$ cat src/rtl/score_level_engine.sv
// Score/level engine for a falling-block game: scoring, level advance, game FSM.
// Optional high-score register enabled by defining SCORE_HISCORE_EN.
module score_level_engine #(
   parameter int unsigned SCORE_W         = 16,
   parameter int unsigned LEVEL_W         = 4,
   parameter int unsigned LINES_PER_LEVEL = 10,
   parameter int unsigned MAX_LEVEL       = 15
) (
   input  logic               clock,
   input  logic               reset,
   input  logic               start,
   input  logic               clear_valid,
   input  logic [2:0]         lines_cleared,
   input  logic               game_over,
   input  logic               restart_game,
   output logic [SCORE_W-1:0] player_score,
   output logic [LEVEL_W-1:0] current_level,
   output logic [15:0]        total_lines,
   output logic               level_up,
   output logic [1:0]         game_state,
   output logic [SCORE_W-1:0] high_score
);

   localparam int unsigned BASE_W = 11;
   localparam int unsigned LVL1_W = LEVEL_W + 1;
   localparam int unsigned PROD_W = BASE_W + LVL1_W;
   localparam int unsigned SUM_W  = ((SCORE_W > PROD_W) ? SCORE_W : PROD_W) + 1;
   localparam int unsigned CNT_W  = $clog2(LINES_PER_LEVEL + 8) + 1;

   typedef enum logic [1:0] {
      ST_IDLE = 2'b00,
      ST_PLAY = 2'b01,
      ST_OVER = 2'b10
   } state_t;

   state_t             r_state,        w_state_nxt;
   logic [SCORE_W-1:0] r_score,        w_score_nxt;
   logic [LEVEL_W-1:0] r_level,        w_level_nxt;
   logic [CNT_W-1:0]   r_lines_in_lvl, w_lines_in_lvl_nxt;
   logic [15:0]        r_total,        w_total_nxt;
   logic               r_level_up,     w_level_up_nxt;

   logic [BASE_W-1:0]  w_base;
   logic [LVL1_W-1:0]  w_level_p1;
   logic [PROD_W-1:0]  w_points;
   logic [SUM_W-1:0]   w_score_sum;
   logic [SCORE_W-1:0] w_score_sat;
   logic [16:0]        w_total_sum;
   logic [15:0]        w_total_sat;
   logic [CNT_W-1:0]   w_lvl_sum;
   logic               w_lvl_wrap;
   logic               w_at_max;
   logic               w_clear_ok;

   // Base points per clear size; zero for the ignored sizes
   always_comb begin
      w_base = '0;
      case (lines_cleared)
         3'd1:    w_base = BASE_W'(40);
         3'd2:    w_base = BASE_W'(100);
         3'd3:    w_base = BASE_W'(300);
         3'd4:    w_base = BASE_W'(1200);
         default: w_base = '0;
      endcase
   end

   assign w_clear_ok  = clear_valid && (lines_cleared != 3'd0) && (lines_cleared <= 3'd4);
   assign w_level_p1  = LVL1_W'(r_level) + LVL1_W'(1);
   assign w_points    = PROD_W'(w_base) * PROD_W'(w_level_p1);
   assign w_score_sum = SUM_W'(r_score) + SUM_W'(w_points);
   assign w_score_sat = (|w_score_sum[SUM_W-1:SCORE_W]) ? '1 : w_score_sum[SCORE_W-1:0];
   assign w_total_sum = 17'(r_total) + 17'(lines_cleared);
   assign w_total_sat = w_total_sum[16] ? 16'hFFFF : w_total_sum[15:0];
   assign w_lvl_sum   = r_lines_in_lvl + CNT_W'(lines_cleared);
   assign w_lvl_wrap  = (w_lvl_sum >= CNT_W'(LINES_PER_LEVEL));
   assign w_at_max    = (r_level >= LEVEL_W'(MAX_LEVEL));

   // State and datapath register
   always_ff @(posedge clock or posedge reset) begin
      if (reset) begin
         r_state        <= ST_IDLE;
         r_score        <= '0;
         r_level        <= '0;
         r_lines_in_lvl <= '0;
         r_total        <= '0;
         r_level_up     <= 1'b0;
      end else begin
         r_state        <= w_state_nxt;
         r_score        <= w_score_nxt;
         r_level        <= w_level_nxt;
         r_lines_in_lvl <= w_lines_in_lvl_nxt;
         r_total        <= w_total_nxt;
         r_level_up     <= w_level_up_nxt;
      end
   end

   // Next state; restart beats game_over beats a clear
   always_comb begin
      w_state_nxt        = r_state;
      w_score_nxt        = r_score;
      w_level_nxt        = r_level;
      w_lines_in_lvl_nxt = r_lines_in_lvl;
      w_total_nxt        = r_total;
      w_level_up_nxt     = 1'b0;
      case (r_state)
         ST_IDLE: begin
            if (start) w_state_nxt = ST_PLAY;
         end
         ST_PLAY: begin
            if (restart_game) begin
               w_state_nxt        = ST_IDLE;
               w_score_nxt        = '0;
               w_level_nxt        = '0;
               w_lines_in_lvl_nxt = '0;
               w_total_nxt        = '0;
            end else if (game_over) begin
               w_state_nxt = ST_OVER;
            end else if (w_clear_ok) begin
               w_score_nxt        = w_score_sat;
               w_total_nxt        = w_total_sat;
               w_lines_in_lvl_nxt = w_lvl_sum;
               if (w_lvl_wrap) begin
                  w_lines_in_lvl_nxt = w_lvl_sum - CNT_W'(LINES_PER_LEVEL);
                  if (!w_at_max) begin
                     w_level_nxt    = r_level + LEVEL_W'(1);
                     w_level_up_nxt = 1'b1;
                  end
               end
            end
         end
         ST_OVER: begin
            if (restart_game) begin
               w_state_nxt        = ST_IDLE;
               w_score_nxt        = '0;
               w_level_nxt        = '0;
               w_lines_in_lvl_nxt = '0;
               w_total_nxt        = '0;
            end
         end
         default: w_state_nxt = ST_IDLE;
      endcase
   end

`ifdef SCORE_HISCORE_EN
   logic [SCORE_W-1:0] r_high_score;

   // Best score captured as a game ends
   always_ff @(posedge clock or posedge reset) begin
      if (reset) begin
         r_high_score <= '0;
      end else if ((r_state == ST_PLAY) && (w_state_nxt == ST_OVER) &&
                   (r_score > r_high_score)) begin
         r_high_score <= r_score;
      end
   end

   assign high_score = r_high_score;
`else
   assign high_score = '0;
`endif

   assign player_score  = r_score;
   assign current_level = r_level;
   assign total_lines   = r_total;
   assign level_up      = r_level_up;
   assign game_state    = r_state;

endmodule

$ cat config.mk
export PLATFORM = sky130hd
export DESIGN_NAME = score_level_engine
export DESIGN_NICKNAME = d
export VERILOG_FILES = /design/src/rtl/score_level_engine.sv
export SDC_FILE = /design/constraint.sdc
export NUM_CORES = 1
export LEC_CHECK = 0
export CORE_ASPECT_RATIO = 1.2
export CORE_MARGIN = 5
export CORE_UTILIZATION = 30
export CTS_CLUSTER_SIZE = 8
export DETAILED_ROUTE_END_ITERATION = 12
export PLACE_DENSITY_LB_ADDON = 0.2
export RECOVER_POWER = 100
export SLEW_MARGIN = 10
export SYNTH_ARGS = -nofsm -noshare
export SYNTH_HDL_FRONTEND = slang
export SYNTH_SLANG_ARGS = --single-unit
$ cat constraint.sdc
create_clock -name clock -period 5.9 [get_ports clock]
set_input_delay 1.18 -clock clock [delete_from_list [all_inputs] [get_ports clock]]
set_output_delay 1.18 -clock clock [all_outputs]
set_load 0.01 [all_outputs]
# [Word-level counts from Yosys, hierarchy flattened]
# Index checks and enable logic that the tools add are counted.
[word_totals] reg_bits=45 in_bits=9 output_inout_bits=55 word_cells=73
[classes] n_addsub=6 n_mul=1 n_lt_le_gt_ge=3 n_eq_ne=13 n_mux=36 reduce_logical=8
[op_table] operator="$mux 16" count=9
[op_table] operator="$pmux 16 s2" count=2
[op_table] operator="$pmux 11 s4" count=1
[op_table] operator="$mux 6" count=5
[op_table] operator="$mux 4" count=6
[op_table] operator="$add 16x16->17" count=1
[op_table] operator="$add 16x3->17" count=1
[op_table] operator="$mul 11x5->16" count=1
[op_table] operator="$ne 3x3->1 const B" count=5
[op_table] operator="$pmux 6 s2" count=1
[op_table] operator="$mux 2" count=4
[op_table] operator="$pmux 4 s2" count=1
[op_table] operator="$add 6x3->6" count=1
[op_table] operator="$eq 3x2->1 const B" count=2
[op_table] operator="$ge 6x4->1 const B" count=1
[op_table] operator="$mux 1" count=6
[op_table] operator="$pmux 2 s3" count=1
[op_table] operator="$reduce_and 6->1" count=1
[op_table] operator="$sub 6x4->6 const B" count=1
[op_table] operator="$add 4x1->5 const B" count=1
[op_table] operator="$add 4x1->4 const B" count=1
[op_table] operator="$ge 4x4->1 const B" count=1
[op_table] operator="$ne 2x2->1 const B" count=2
[op_table] operator="$reduce_and 4->1" count=1
[op_table] operator="10 further kinds" count=11

# [Depth between registers and ports, before layout]
[depth] depth_word=9 depth_mapped=20 ltp_nobuf=18

# [Worst setup path before layout]
# No wires, ideal clock.
[synth_path] path_kind="in2reg" startpoint="input port lines_cleared[0]" endpoint="register r_score[11] (netlist: player_score[11])" setup_time_ps=126 arrival_time_ps=5181 required_ps=5774 path_slack_ps=593 path_stages=18 n_path_buf=1 path_cell_list="buf_6 nor2_4 nand2_1 or2_2 inv_1 fa_1 fa_1 inv_1 fa_1 inv_1 ha_1 and3_1 a221oi_2 o311ai_1 a21oi_1 xnor2_1 and2_1 a221o_1"
[synth_between] elab_chain_cells=9 elab_cells_between_ends=18 cone_classes="add/sub: 1; mul: 1; order compare: 1; eq/ne: 5; mux: 6; reduce/logical: 4"
[synth_lines] element="start: declaration" line="13" text="input logic [2:0] lines_cleared,"
[synth_lines] element="$eq 3x3->1, or another cell as far along" line="58" text="case (lines_cleared)"
[synth_lines] element="$pmux 11 s4" line="58"
[synth_lines] element="$mul 11x5->16" line="69" text="assign w_points = PROD_W'(w_base) * PROD_W'(w_level_p1);"
[synth_lines] element="$add 16x16->17" line="70" text="assign w_score_sum = SUM_W'(r_score) + SUM_W'(w_points);"
[synth_lines] element="$mux 16" line="71" text="assign w_score_sat = (|w_score_sum[SUM_W-1:SCORE_W]) ? '1 : w_score_sum[SCORE_W-1:0];"
[synth_lines] element="$mux 16" line="118" text="end else if (w_clear_ok) begin"
[synth_lines] element="$mux 16" line="116" text="end else if (game_over) begin"
[synth_lines] element="$mux 16" line="110" text="if (restart_game) begin"
[synth_lines] element="$pmux 16 s2" line="105" text="case (r_state)"
[synth_lines] element="end signal: assignment" line="89" text="r_score <= w_score_nxt;"
[synth_lines] element="end: declaration" line="37" text="logic [SCORE_W-1:0] r_score, w_score_nxt;"
# Parallel ways exist; a longest one is shown, timed or not. The select of a mux whose other input is x is not followed.
# A chain may end at the register's enable or synchronous reset.

# [Worst setup path in the final report]
[layout_path] startpoint="input port lines_cleared[0]" endpoint="register r_score[14] (netlist: player_score[14])"
# The elaborated chain is that of the path after synthesis.

==> run metrics <==
H-tree depth=2; pre-CTS WS=-19.8 ps; Main synth FF type=dfrtp_1; sequential fraction of the synthesis area=between 20% and 30%; DR DRC count=0; die footprint=about 17,000 um2; Sink Count=44; crit-path max FO=5; switching portion of total power=about two fifths; Static Leak=about 2.6 nW; failing checks=capacitance limit, slew limit; post-synthesis cell type count=64; total power=around 1.1 mW; crit path launch type=primary input; Adder-Cell Fraction of Synth Area=23.2%; Max Freq=approximately 180 MHz; # hold bufs at CTS=0; hpwl dp=slightly below 9 mm; clock-pin transition on the worst setup and hold timing paths=70 ps; Crit path arrival time=roughly 5700 ps; Post-Syn Instances=533; synthesized area per cell=8.41 um2; area fraction of the dominant cell type after synthesis=approximately 25%; RSZ-0062 raised after global routing=no; Tot GR Track Use=13.6%; DR vias=3,805; Synth Register Bits=44; most common cell after layout, fill and taps aside=inv_1; Worst Path Required=6040 ps; DR pass1 iterations=4; Root Buffer=clkbuf_16; Slew HR=-68.6%; switching pwr=between 400 and 500 uW; gpl congestion=about 0.88; cell area after synthesis=roughly 4500 um2; layout cells sized above 1=under 10%; Max VDD drop=118 uV; # IOs=64; largest net degree at the start of global routing=between 40 and 50; vias in the first global route=around 3,900; Synth Area in Simple Gates=19.1%; outcome=complete, but fails checks; Final Slew Violations=45; Num CTS Buffers=5; final wirelength=11.4 mm; PwrDens=around 220 nW/um2; Setup-failing EPs final=0; DR iter-0 viols=around 120; P&R area growth vs syn=17.6%; Die W=about 120 um; post-CTS setup buffers=0; Period minus WS final=roughly 5600 ps; Comb pwr share=42.8%; antenna violations before repair=0; Internal=just under 700 uW; Core Area=around 15,000 um2; FILL cells=between 1,500 and 2,000; Clock Latency Late Sink=~300 ps; Initial Utilization=30.2%; Antenna Diode Count=0; final critical-path share of the clock period=~95%; Post-DRT Antenna Nets=0; Yosys top cell by area=dfrtp_1; Avg WL per Cell=approximately 14 um; vias per cell=around 4.8; mux cell area share after synthesis=roughly 1.3%; CTS resizes=0; FP Rows=49; commonest non-fill, non-tap cells in the layout=inv_1, nand2_1, nor2_1; synth warn=0; top post-synthesis cells by area=dfrtp_1, fa_1, ha_1, inv_1, o21ai_0; first-pass GRT wire length=19.1 mm; I/O Buffers=47; Slew @ Worst Pin=~2500 ps; critical path capture point type=register; max-cap violations=1; Die H=144 um; CTS tree=built; CTS Buffer Depth=2; Hold Vio Cnt, Final=0; gr ovfl total=0; CP Class=in2reg; clk_skew=~11 ps; HP Class=reg2reg; main combinational cell family by area after synthesis=adder cells; Synth Area in Compound Gates=between 15 and 20%; setup ws final=314 ps; XOR/XNOR share of the synthesized area=around 3.7%; Sequential Power Share=a little under a third; nets=660; clock share of power=26.2%; EDFF count, synth=0; async set-reset flop share out of synthesis=between 90% and 100%
## flip-flops by register name, indices dropped and copies added (netlist names)
name            count
r_lines_in_lvl      6
total_lines        16
game_state          2
player_score       15
level_up            1
current_level       4
## power groups by stage
stage | clock network (mW) | registers [mW] | logic (mW)
after floorplan | 0 | 0.354 | 0.364
after CTS | 0.314 | 0.356 | 0.521
after detailed placement | 0 | 0.362 | 0.519
after global routing | 0.323 | 0.360 | 0.575
final | 0.300 | 0.354 | 0.490
after global placement | 0 | 0.362 | 0.510
## routing by layer
layer / track usage (%) / part of all wire, %
met1: 16.9 / 44
met2: 24.0 / 50
met3: 2.36 / 3.9
met4: 4.19 / 1.8
met5: 0 / 0
## path summary, 6_finish.rpt
check,start,end,slack [ps],cells past startpoint
setup reg to reg,current_level[0]$_DFFE_PP0P_,player_score[8]$_DFFE_PP0P_,880,18
hold reg to reg,r_lines_in_lvl[0]$_DFFE_PP0P_,r_lines_in_lvl[0]$_DFFE_PP0P_,490,2
hold / removal,r_lines_in_lvl[0]$_DFFE_PP0P_,r_lines_in_lvl[0]$_DFFE_PP0P_,490,2
max in group asynchronous,reset,r_lines_in_lvl[2]$_DFFE_PP0P_,2200,3
min in group asynchronous,reset,current_level[0]$_DFFE_PP0P_,2270,3
setup / recovery,lines_cleared[0],player_score[14]$_DFFE_PP0P_,310,18
## cell type report
cell class	instances	area [um2]	share of cell area, %
multi-input cells	399	2880	54.7
flip-flops and latches	44	1100	20.9
repair buffers	68	624	11.8
inverters	68	255	4.84
well taps	204	255	4.84
clock buffers	5	125	2.37
clock inverters	3	26.3	0.499
## Yosys cell counts (all sizes together), types with 8 or more instances
| cell type | instances |
|---|---|
| ha | 35 |
| buf | 29 |
| nand2 | 56 |
| nand3 | 9 |
| and3 | 8 |
| a21oi | 30 |
| xnor2 | 13 |
| dfrtp | 44 |
| fa | 30 |
| a21o | 8 |
| inv | 68 |
| o21ai | 48 |
| clkbuf | 8 |
| nor3 | 20 |
| nor2 | 51 |
## cell families after synthesis
| family | after synthesis |
|---|---|
| mux | 6 |
| xor+xnor | 16 |
| flops | 44 |
| fa+ha+maj | 65 |
| buf+inv | 105 |
| simple gates | 176 |
| other cells | 1 |
| compound gates | 120 |
## through the flow
stage | TNS (ps) | instances | utilization (%) | hold WS (ps) | cell area (um2)
after floorplan | 0 | 548 | - | 447 | 4540
after global placement | 0 | 783 | 34.9 | 470 | 5180
after detailed placement | -36.4 | 783 | 34.9 | 482 | 5180
after CTS | 0 | 791 | 36.0 | 498 | 5340
after global routing | 0 | 791 | 35.5 | 529 | 5270
final | 0 | 791 | 35.5 | 493 | 5270
## worst max-delay path, stage by stage
cell             delay (ps)
clkdlybuf4s50_1         480
nor2_4                  200
nand2_1                 140
or2_2                   350
inv_1                   110
fa_1                    420
fa_1                    540
inv_1                    50
fa_1                    530
inv_1                    40
ha_1                    290
and3_1                  160
a221oi_2                300
o311ai_1                150
a21oi_1                 190
xnor2_1                 140
a2111oi_0               300
o21ai_0                 130
No activity file was read; power rests on OpenSTA's default activity.
